===== config.mk =====
export PLATFORM = sky130hd
export DESIGN_NAME = fetch_unit_flat
export DESIGN_NICKNAME = d
export VERILOG_FILES = /design/src/rtl/fetch_pkg.sv /design/src/rtl/fetch_unit_if.sv /design/src/rtl/fetch_unit_pc_next.sv /design/src/rtl/fetch_unit.sv /design/src/flat_wrapper.sv
export SDC_FILE = /design/constraint.sdc
export NUM_CORES = 1
export LEC_CHECK = 0
export CORE_MARGIN = 5
export CORE_UTILIZATION = 45
export CTS_BUF_LIST = sky130_fd_sc_hd__clkbuf_4
export CTS_CLUSTER_DIAMETER = 60
export CTS_CLUSTER_SIZE = 12
export DETAILED_ROUTE_END_ITERATION = 6
export DONT_BUFFER_PORTS = 1
export GPL_ROUTABILITY_DRIVEN = 0
export PLACE_DENSITY = 0.59
export RECOVER_POWER = 50
export SLEW_MARGIN = 25
export SYNTH_ARGS = -nofsm -noshare
export SYNTH_HDL_FRONTEND = slang
export SYNTH_SLANG_ARGS = --single-unit

===== constraint.sdc =====
create_clock -name clk -period 3.45 [get_ports clk]
set_input_delay 0.69 -clock clk [delete_from_list [all_inputs] [get_ports clk]]
set_output_delay 0.69 -clock clk [all_outputs]
set_load 0.03 [all_outputs]

===== src/rtl/fetch_pkg.sv =====
// Shared types and constants for the instruction-fetch stage.
package fetch_pkg;

  typedef enum logic [1:0] {
    S_REQ,
    S_WAIT,
    S_HOLD,
    S_FAULT
  } fetch_state_t;

  localparam int unsigned INSTR_BYTES      = 4;
  localparam logic [31:0] DEFAULT_RESET_PC = 32'h0000_0000;

  // Only the two low address bits decide word alignment, so callers pass just those.
  function automatic logic is_word_aligned(input logic [1:0] addr_lsbs);
    return (addr_lsbs == 2'b00);
  endfunction

endpackage


===== src/rtl/fetch_unit_if.sv =====
// Instruction-memory bus between the fetch stage (master) and memory (slave).
interface fetch_unit_if #(
  parameter int XLEN = 32
);

  logic            imem_req;
  logic [XLEN-1:0] imem_addr;
  logic            imem_ready;
  logic            imem_rvalid;
  logic [31:0]     imem_rdata;

  modport master (
    output imem_req,
    output imem_addr,
    input  imem_ready,
    input  imem_rvalid,
    input  imem_rdata
  );

  modport slave (
    input  imem_req,
    input  imem_addr,
    output imem_ready,
    output imem_rvalid,
    output imem_rdata
  );

endinterface


===== src/rtl/fetch_unit_pc_next.sv =====
// Next-PC select for a retiring instruction plus misaligned-target detection.
module pc_next
  import fetch_pkg::*;
#(
  parameter int XLEN = 32
) (
  input  logic [XLEN-1:0] pc,
  input  logic            pc_src,
  input  logic [XLEN-1:0] pc_target,
  output logic [XLEN-1:0] next_pc,
  output logic            misaligned
);

  assign next_pc    = pc_src ? pc_target : (pc + XLEN'(INSTR_BYTES));
  assign misaligned = pc_src & ~is_word_aligned(pc_target[1:0]);

endmodule


===== src/rtl/fetch_unit.sv =====
// Fetch stage: owns the PC, fetches one word at a time and holds it until decode retires it.
module fetch_unit
  import fetch_pkg::*;
#(
  parameter int              XLEN           = 32,
  parameter logic [XLEN-1:0] RESET_PC       = XLEN'(DEFAULT_RESET_PC),
  parameter int              TIMEOUT_CYCLES = 255
) (
  input  logic              clk,
  input  logic              rst_n,
  fetch_unit_if.master      imem,
  output logic [31:0]       instr,
  output logic              instr_valid,
  input  logic              instr_ack,
  input  logic              pc_src,
  input  logic [XLEN-1:0]   pc_target,
  output logic [XLEN-1:0]   pc,
  output logic [XLEN-1:0]   pc_plus4,
  output logic              fetch_fault,
  output logic [XLEN-1:0]   fault_addr,
  output logic [31:0]       retired_count
);

  fetch_state_t    state, state_next;
  logic [XLEN-1:0] pc_q;
  logic [31:0]     instr_q;
  logic [XLEN-1:0] fault_addr_q;
  logic [31:0]     retired_q;
  logic [15:0]     wait_count;
  logic [15:0]     wait_count_inc;
  logic            timeout_hit;
  logic [XLEN-1:0] next_pc;
  logic            misaligned;

  pc_next #(.XLEN(XLEN)) u_pc_next (
    .pc         (pc_q),
    .pc_src     (pc_src),
    .pc_target  (pc_target),
    .next_pc    (next_pc),
    .misaligned (misaligned)
  );

  assign wait_count_inc = wait_count + 16'd1;
  assign timeout_hit    = (wait_count_inc == 16'(TIMEOUT_CYCLES));

  always_ff @(posedge clk or negedge rst_n) begin
    if (!rst_n) begin
      state <= S_REQ;
    end else begin
      state <= state_next;
    end
  end

  // A response arriving on the last allowed wait cycle still counts, so rvalid is tested first.
  always_comb begin
    state_next = state;
    unique case (state)
      S_REQ:   if (imem.imem_ready) state_next = S_WAIT;
      S_WAIT: begin
        if (imem.imem_rvalid)  state_next = S_HOLD;
        else if (timeout_hit)  state_next = S_FAULT;
      end
      S_HOLD:  if (instr_ack) state_next = misaligned ? S_FAULT : S_REQ;
      S_FAULT: state_next = S_FAULT;
      default: state_next = S_FAULT;
    endcase
  end

  always_ff @(posedge clk or negedge rst_n) begin
    if (!rst_n) begin
      pc_q         <= RESET_PC;
      instr_q      <= '0;
      fault_addr_q <= '0;
      retired_q    <= '0;
      wait_count   <= '0;
    end else begin
      unique case (state)
        S_REQ: begin
          if (imem.imem_ready) wait_count <= '0;
        end
        S_WAIT: begin
          wait_count <= wait_count_inc;
          if (imem.imem_rvalid) begin
            instr_q <= imem.imem_rdata;
          end else if (timeout_hit) begin
            fault_addr_q <= pc_q;
          end
        end
        S_HOLD: begin
          if (instr_ack) begin
            retired_q <= retired_q + 32'd1;
            if (misaligned) fault_addr_q <= pc_target;
            else            pc_q         <= next_pc;
          end
        end
        default: ;
      endcase
    end
  end

  // Request is gated by rst_n so the bus stays idle for the whole reset window.
  assign imem.imem_req  = (state == S_REQ) & rst_n;
  assign imem.imem_addr = pc_q;
  assign instr          = instr_q;
  assign instr_valid    = (state == S_HOLD);
  assign pc             = pc_q;
  assign pc_plus4       = pc_q + XLEN'(INSTR_BYTES);
  assign fetch_fault    = (state == S_FAULT);
  assign fault_addr     = fault_addr_q;
  assign retired_count  = retired_q;

endmodule


===== src/flat_wrapper.sv =====
// flat-port wrapper written by rule: the top's interface ports become plain ports
module fetch_unit_flat import fetch_pkg::*;
#(
  parameter int              XLEN           = 32,
  parameter logic [XLEN-1:0] RESET_PC       = XLEN'(DEFAULT_RESET_PC),
  parameter int              TIMEOUT_CYCLES = 255
)
  (clk, rst_n, instr, instr_valid, instr_ack, pc_src, pc_target, pc, pc_plus4, fetch_fault, fault_addr, retired_count, imem_imem_req, imem_imem_addr, imem_imem_ready, imem_imem_rvalid, imem_imem_rdata);
  fetch_unit_if #(.XLEN(XLEN)) imem_i ();
  input  logic clk;
  input  logic rst_n;
  output logic [31:0] instr;
  output logic instr_valid;
  input  logic instr_ack;
  input  logic pc_src;
  input  logic [XLEN-1:0] pc_target;
  output logic [XLEN-1:0] pc;
  output logic [XLEN-1:0] pc_plus4;
  output logic fetch_fault;
  output logic [XLEN-1:0] fault_addr;
  output logic [31:0] retired_count;
  output wire logic [$bits(imem_i.imem_req)-1:0] imem_imem_req;
  output wire logic [$bits(imem_i.imem_addr)-1:0] imem_imem_addr;
  input wire logic [$bits(imem_i.imem_ready)-1:0] imem_imem_ready;
  input wire logic [$bits(imem_i.imem_rvalid)-1:0] imem_imem_rvalid;
  input wire logic [$bits(imem_i.imem_rdata)-1:0] imem_imem_rdata;
  assign imem_imem_req = imem_i.imem_req;
  assign imem_imem_addr = imem_i.imem_addr;
  assign imem_i.imem_ready = imem_imem_ready;
  assign imem_i.imem_rvalid = imem_imem_rvalid;
  assign imem_i.imem_rdata = imem_imem_rdata;
  fetch_unit #(.XLEN(XLEN), .RESET_PC(RESET_PC), .TIMEOUT_CYCLES(TIMEOUT_CYCLES)) u_core (.clk(clk), .rst_n(rst_n), .imem(imem_i), .instr(instr), .instr_valid(instr_valid), .instr_ack(instr_ack), .pc_src(pc_src), .pc_target(pc_target), .pc(pc), .pc_plus4(pc_plus4), .fetch_fault(fetch_fault), .fault_addr(fault_addr), .retired_count(retired_count));
endmodule

==> results.py, run 1 <==
metrics = {
    "pwr": {
        "power.density_nw_per_um2": 1030,
        "power.leakage_nw": 3.85,
        "power_mw": 8.86,
        "ir_worst_vdd_mv": 0.487,
    },
    "run_status": {
        "status": "complete, but fails checks",
        "violations": "negative hold slack",
    },
    "layout": {
        "area_delta_synth_final_pct": 7.38,
        "layout.nets": 829,
        "final_cells": 993,
        "diodes": 0,
        "layout-drive-gt1-share_pct": 27.6,
    },
    "detailed_routing": {
        "first_pass_iters": 4,
        "wl_met2_um": 10700,
        "vias_per_cell": 5.76,
        "drt_iter0_markers": 361,
        "num_vias": 5723,
        "finalWirelength_um": 21500,
        "drcViolationCount": 0,
        "wl_met3_um": 2170,
        "met1_length_um": 8180,
        "wire_per_inst_um": 21.6,
        "ant_nets": 0,
        "top_layer_used": "met4",
    },
    "logic_synthesis": {
        "syn_avg_cell_area_um2": 10.7,
        "syn-cell-area_um2": 8020,
        "syn_nets": 825,
        "netlist_instances": 751,
        "ys_types": 62,
        "yosysWarnings": 0,
        "synth_top_area_share_pct": 45.5,
        "ys_seq_elements": 146,
        "ys_async_sr_fraction_pct": 100,
        "synth_edf_count": 0,
        "synth.area.top_cells": "dfrtp_1, mux2_2, mux2_4",
        "yosys.area.top_type": "dfrtp_1",
        "synth_flop_cell": "dfrtp_1",
        "yosysSeqAreaShare_pct": 45.5,
        "yosysMostFrequentCell": "dfrtp_1",
        "synthTopCellsByCount": "dfrtp_1, nand2_1, mux2_2",
    },
    "place": {
        "dp_hpwl_um": 15300,
        "place_inst": 960,
        "place_ws_ps": 383,
        "portBuffers": 0,
    },
    "die": {
        "die-height_um": 144,
        "initial_core_util_pct": 46.1,
        "chipWidth_um": 144,
        "rows": 48,
        "io_pins": 265,
        "fp.dieArea_um2": 20600,
        "core_region_area_um2": 17400,
    },
    "setup_path": {
        "slowest_delay_ps": 450,
        "cpMaxStageDelayCell": "dfrtp_1",
        "cp.arrival_ps": 2540,
        "r2r-start": "u_core.wait_count[0]",
        "required_ps": 2760,
        "crit_chain": "ha_1 > nand2_1 > nor3_2 > and2_4 > nand2b_1 > nor2_1 > xor2_1 > buf_4",
        "criticalPathCategory": "flop to output port",
        "cp-end-kind": "output port",
        "path_max_fanout": 6,
        "critPathLaunchType": "flop",
        "r2r_slack_ps": 380,
        "crit_start": "u_core.imem.imem_addr[2]",
    },
    "sta": {
        "fin_crit_sh_pct": 93.6,
        "finalMaxSlewViolations": 0,
        "hold_viol": 146,
        "worstMarginPinSlew_ps": 1020,
        "fin_crit_ps": 3230,
        "fin_skew_ps": 22.1,
        "hold_slack_ps": -175,
        "finalSetupViolCount": 0,
        "clock.fmax_mhz": 310,
        "relSlewSlack_pct": 31.6,
        "worst_slack_ps": 222,
        "rsz0062_at_grt": "yes",
    },
    "clock_network": {
        "clk_pin_slew_ps": 140,
        "clock_latency_ps": 530,
        "cts_tree": "yes",
        "cts_buffers": 17,
        "clock_tree.buffer_depth": 2,
        "htree_num_levels": 4,
        "cts_root_buffer": "clkbuf_4",
        "cts_sinks": 146,
    },
    "global_routing": {
        "grt-ovfl-total": 0,
        "grt_pass1_wl_um": 33300,
        "grt_pass1_vias": 5952,
        "grt_util_all_layers_pct": 20.7,
        "grt_max_degree": 148,
        "antenna_found_initial": 0,
    },
    "job": {
        "maxCapViolations": 0,
    },
    "hold_path": {
        "hp-class": "input port to async pin",
    },
}
[critical path: cells and delay by family, from the launching register on]
family | cells | cell delay [ps]
AND/OR/NAND/NOR | 5 | 760
flip-flops | 1 | 450
XOR/XNOR | 1 | 300
adder cells (fa/ha/maj) | 1 | 270
buffers and inverters | 1 | 230
[power by group]
part / leakage (nW) / switching (mW) / internal [mW]
Sequential: 1.84 / 1.34 / 2.27
Clock: 0.190 / 0.669 / 0.670
Combinational: 1.82 / 2.44 / 1.47
[logic make-up (layout without fill, tap and decap cells)]
| logic type | after synthesis | after routing | synth area share [%] |
|---|---|---|---|
| AND/OR/NAND/NOR | 232 | 232 | 15.5 |
| multiplexers | 92 | 92 | 14.3 |
| adder cells (fa/ha/maj) | 4 | 4 | 0.624 |
| XOR/XNOR | 65 | 65 | 7.09 |
| flip-flops | 146 | 146 | 45.5 |
| AO/OA/AOI/OAI | 120 | 120 | 9.40 |
| buffers and inverters | 92 | 109 | 7.50 |
[final timing paths]
path | endpoint | depth (start not counted)
max | pc_plus4[26] | 8
min | u_core.fault_addr[21] | 0
max reg2reg | u_core.fault_addr[25] | 9
min reg2reg | u_core.wait_count[15] | 1
max in group asynchronous | u_core.wait_count[13] | 0
min in group clk | u_core.state[0] | 1
[routing by layer]
layer,vias up,global-route usage [%]
li1,2629,-
met1,2791,24.2
met2,274,35.4
met3,29,7.89
met4,0,5.90
met5,-,0
[what timing repair did]
| item | in CTS | in global routing |
|---|---|---|
| pin swaps | 1 | 1 |
| buffers inserted | 0 | 1 |
| setup endpoints to repair | 4 | 8 |
| endpoints found under the hold margin | 146 | 146 |
| gates resized for setup | 0 | 7 |
[cells in the final DEF (no fill, tap or decap), types with 25 or more instances in the layout]
cell	instances
dfrtp_1	145
nand2_1	66
buf_4	64
mux2_2	62
o21ai_0	56
xnor2_1	42
nand3_1	34
nor2_1	34
mux2_4	30
a21oi_1	25
[through the flow]
stage / cell area (um^2) / utilization (%) / hold slack (ps) / setup TNS [ps]
6_report: 8620 / 49.5 / -175 / 0
4_1_cts: 8600 / 49.4 / -229 / 0
2_1_floorplan: 8020 / - / 394 / 0
3_5_place_dp: 8240 / 47.3 / 398 / 0
5_1_grt: 8620 / 49.5 / -245 / -32.9
3_3_place_gp: 8240 / 47.3 / 399 / 0
[area by class of cell]
cell class / count / area [um^2]
fill: 1562 / 8800
multi-input combinational: 513 / 3790
sequential: 146 / 3650
timing repair buffer: 65 / 484
tap: 225 / 282
clock inverter: 14 / 226
clock buffer: 18 / 135
inverter: 12 / 45.0
[state kept, by name, indices dropped and copies added (netlist names)]
name / count
u_core.instr: 32
u_core.retired_count: 32
u_core.imem.imem_addr: 32
u_core.state: 2
u_core.wait_count: 16
u_core.fault_addr: 32
No activity file was read; power rests on OpenSTA's default activity.
==> run 2: changes to the inputs <==
SYNTH_HIERARCHICAL = 1   (was not set)
==> results.py, run 2 <==
metrics = {
    "sta": {
        "tns_ps": 0,
        "fin_crit_sh_pct": 93.6,
        "worstMarginPinSlew_ps": 1470,
        "fin_skew_ps": 25.6,
        "clock.fmax_mhz": 310,
        "fin_crit_ps": 3230,
        "hold_viol": 146,
        "relSlewSlack_pct": 1.46,
        "finalSetupViolCount": 0,
        "rsz0062_at_grt": "no",
        "finalMaxSlewViolations": 0,
        "worst_slack_ps": 220,
        "hold_slack_ps": -169,
    },
    "die": {
        "io_pins": 265,
        "fp.dieArea_um2": 21300,
        "die-height_um": 146,
        "rows": 49,
        "initial_core_util_pct": 46.1,
        "core_region_area_um2": 18100,
        "chipWidth_um": 146,
    },
    "setup_path": {
        "slowest_delay_ps": 510,
        "cp.arrival_ps": 2540,
        "crit_chain": "ha_2 > nand2_1 > nor2_2 > and3_1 > and2_2 > nand3_1 > xnor2_1 > buf_4",
        "path_max_fanout": 7,
        "criticalPathCategory": "flop to output port",
        "r2r_slack_ps": 260,
        "critPathLaunchType": "flop",
        "cpMaxStageDelayCell": "dfrtp_2",
        "required_ps": 2760,
        "cp-end-kind": "output port",
    },
    "detailed_routing": {
        "drt_iter0_markers": 359,
        "drcViolationCount": 0,
        "finalWirelength_um": 21500,
        "ant_nets": 0,
        "first_pass_iters": 5,
        "vias_per_cell": 5.87,
        "wire_per_inst_um": 21.0,
        "num_vias": 6002,
    },
    "logic_synthesis": {
        "synthTopCellsByCount": "dfrtp_1, mux2_2, nand2_1",
        "synth_edf_count": 0,
        "netlist_instances": 775,
        "yosys.area.top_type": "dfrtp_1",
        "yosysWarnings": 6,
        "synth_top_area_share_pct": 43.8,
        "yosysMostFrequentCell": "dfrtp_1",
        "ys_seq_elements": 146,
        "ys_async_sr_fraction_pct": 100,
        "syn_nets": 850,
        "synth.area.top_cells": "dfrtp_1, mux2_2, xnor2_1",
        "ys_types": 51,
        "syn-cell-area_um2": 8340,
        "syn_avg_cell_area_um2": 10.8,
        "synth_flop_cell": "dfrtp_1",
        "yosysSeqAreaShare_pct": 43.8,
    },
    "clock_network": {
        "cts_buffers": 17,
        "cts_setup_buffers": 0,
        "cts_sinks": 146,
        "clock_latency_ps": 540,
        "clock_tree.buffer_depth": 2,
        "htree_num_levels": 4,
        "clk_pin_slew_ps": 130,
        "cts_tree": "yes",
        "cts_root_buffer": "clkbuf_4",
    },
    "layout": {
        "final_area_um2": 8970,
        "layout-drive-gt1-share_pct": 29.8,
        "layout_commonest_cell": "dfrtp_1",
        "final_cell_mix": "dfrtp_1, mux2_2, nand2_1, xnor2_1, buf_4",
        "area_delta_synth_final_pct": 7.62,
        "layout.nets": 856,
    },
    "pwr": {
        "power.leakage_nw": 3.74,
        "ir_worst_vdd_mv": 0.400,
        "power.density_nw_per_um2": 1010,
    },
    "run_status": {
        "status": "complete, but fails checks",
        "violations": "negative hold slack, max-capacitance violations",
    },
    "global_routing": {
        "grt_max_degree": 148,
        "grt_pass1_wl_um": 34200,
        "grt_util_all_layers_pct": 19.6,
        "grt_pass1_vias": 6044,
        "antenna_found_initial": 1,
        "grt-ovfl-total": 0,
    },
    "hold_path": {
        "hp-class": "input port to async pin",
    },
    "place": {
        "portBuffers": 0,
        "place_ws_ps": 409,
        "dp_hpwl_um": 15200,
        "post_dp_cell_area_um2": 8640,
    },
    "job": {
        "maxCapViolations": 1,
    },
}
[run 2: cell count changes in the layout (fill, tap and decap cells not counted), sizes merged, moves of 6 or more]
cell,delta
a21oi,-14
a31oi,+11
o31ai,+10
o21ai,-14
xnor2,+13
nor3b,-6
buf,-9
a221o,-9
mux2,+38
and4,+8
or4,+12
nor3,-11
nand4,+6
[run 2: layer usage]
| layer | global-route usage (%) | vias up | part of all wire [%] |
|---|---|---|---|
| met5 | 0 | - | 0 |
| met4 | 5.36 | 0 | 1.5 |
| met3 | 6.14 | 30 | 7.2 |
| met2 | 33.0 | 222 | 50 |
| met1 | 24.5 | 2981 | 42 |
| li1 | - | 2769 | - |
[run 2: final cells by class]
type                       instances  area [um^2]
fill                            1609         9110
timing repair buffer              58          437
sequential                       146         3660
clock buffer                      17          128
multi-input combinational        551         4230
antenna                            1         2.50
inverter                           7         26.3
clock inverter                    14          203
tap                              229          287
[run 2: path summary, 6_finish.rpt]
kind | start | endpoint | cells past startpoint
hold / removal | rst_n | u_core/fault_addr[7] | 0
setup / recovery | u_core/imem.imem_addr[3] | pc_plus4[24] | 8
hold reg to reg | u_core/imem.imem_addr[15] | u_core/imem.imem_addr[15] | 1
max in group asynchronous | rst_n | u_core/imem.imem_addr[22] | 0
setup reg to reg | u_core/state[1] | u_core/fault_addr[11] | 6
min in group clk | imem_imem_rvalid | u_core/state[0] | 1
[run 2: what timing repair did]
action	in CTS	in global routing
hold endpoints to repair	146	146
endpoints found under the setup margin	15	12
resized for setup	4	4
[run 2: critical path, delay by kind of cell (launching register included)]
| family | cells | cell delay (ps) |
|---|---|---|
| buffers and inverters | 1 | 190 |
| AND/OR/NAND/NOR | 5 | 870 |
| adder cells (fa/ha/maj) | 1 | 250 |
| flip-flops | 1 | 510 |
| XOR/XNOR | 1 | 190 |
[run 2: metrics by stage]
stage / cells / util [%] / hold WS, ps / power [mW]
after global placement: 991 / 47.8 / 402 / 7.76
after floorplan: 775 / - / 394 / 7.04
after global routing: 1023 / 49.6 / -248 / 9.54
final: 1023 / 49.6 / -169 / 9.07
after CTS: 1022 / 49.7 / -245 / 9.15
after detailed placement: 991 / 47.8 / 399 / 7.87
[run 2: logic make-up (layout without fill, tap and decap cells)]
logic type / Yosys count / after routing / synth area share (%)
AOI/OAI and AO/OA: 97 / 97 / 7.11
buffers and inverters: 78 / 96 / 5.61
xor gates and xnor gates: 73 / 73 / 7.67
DFF: 146 / 146 / 43.8
muxes: 132 / 132 / 19.2
other: 0 / 1 / 0
and+or+nand+nor: 244 / 244 / 15.9
adders and majority gates: 5 / 5 / 0.750
[run 2: report_power, final]
part	internal, mW	switching [mW]	total [mW]
Sequential	2.31	1.66	3.98
Combinational	1.55	2.29	3.84
Clock	0.584	0.664	1.25
Total	4.45	4.62	9.07
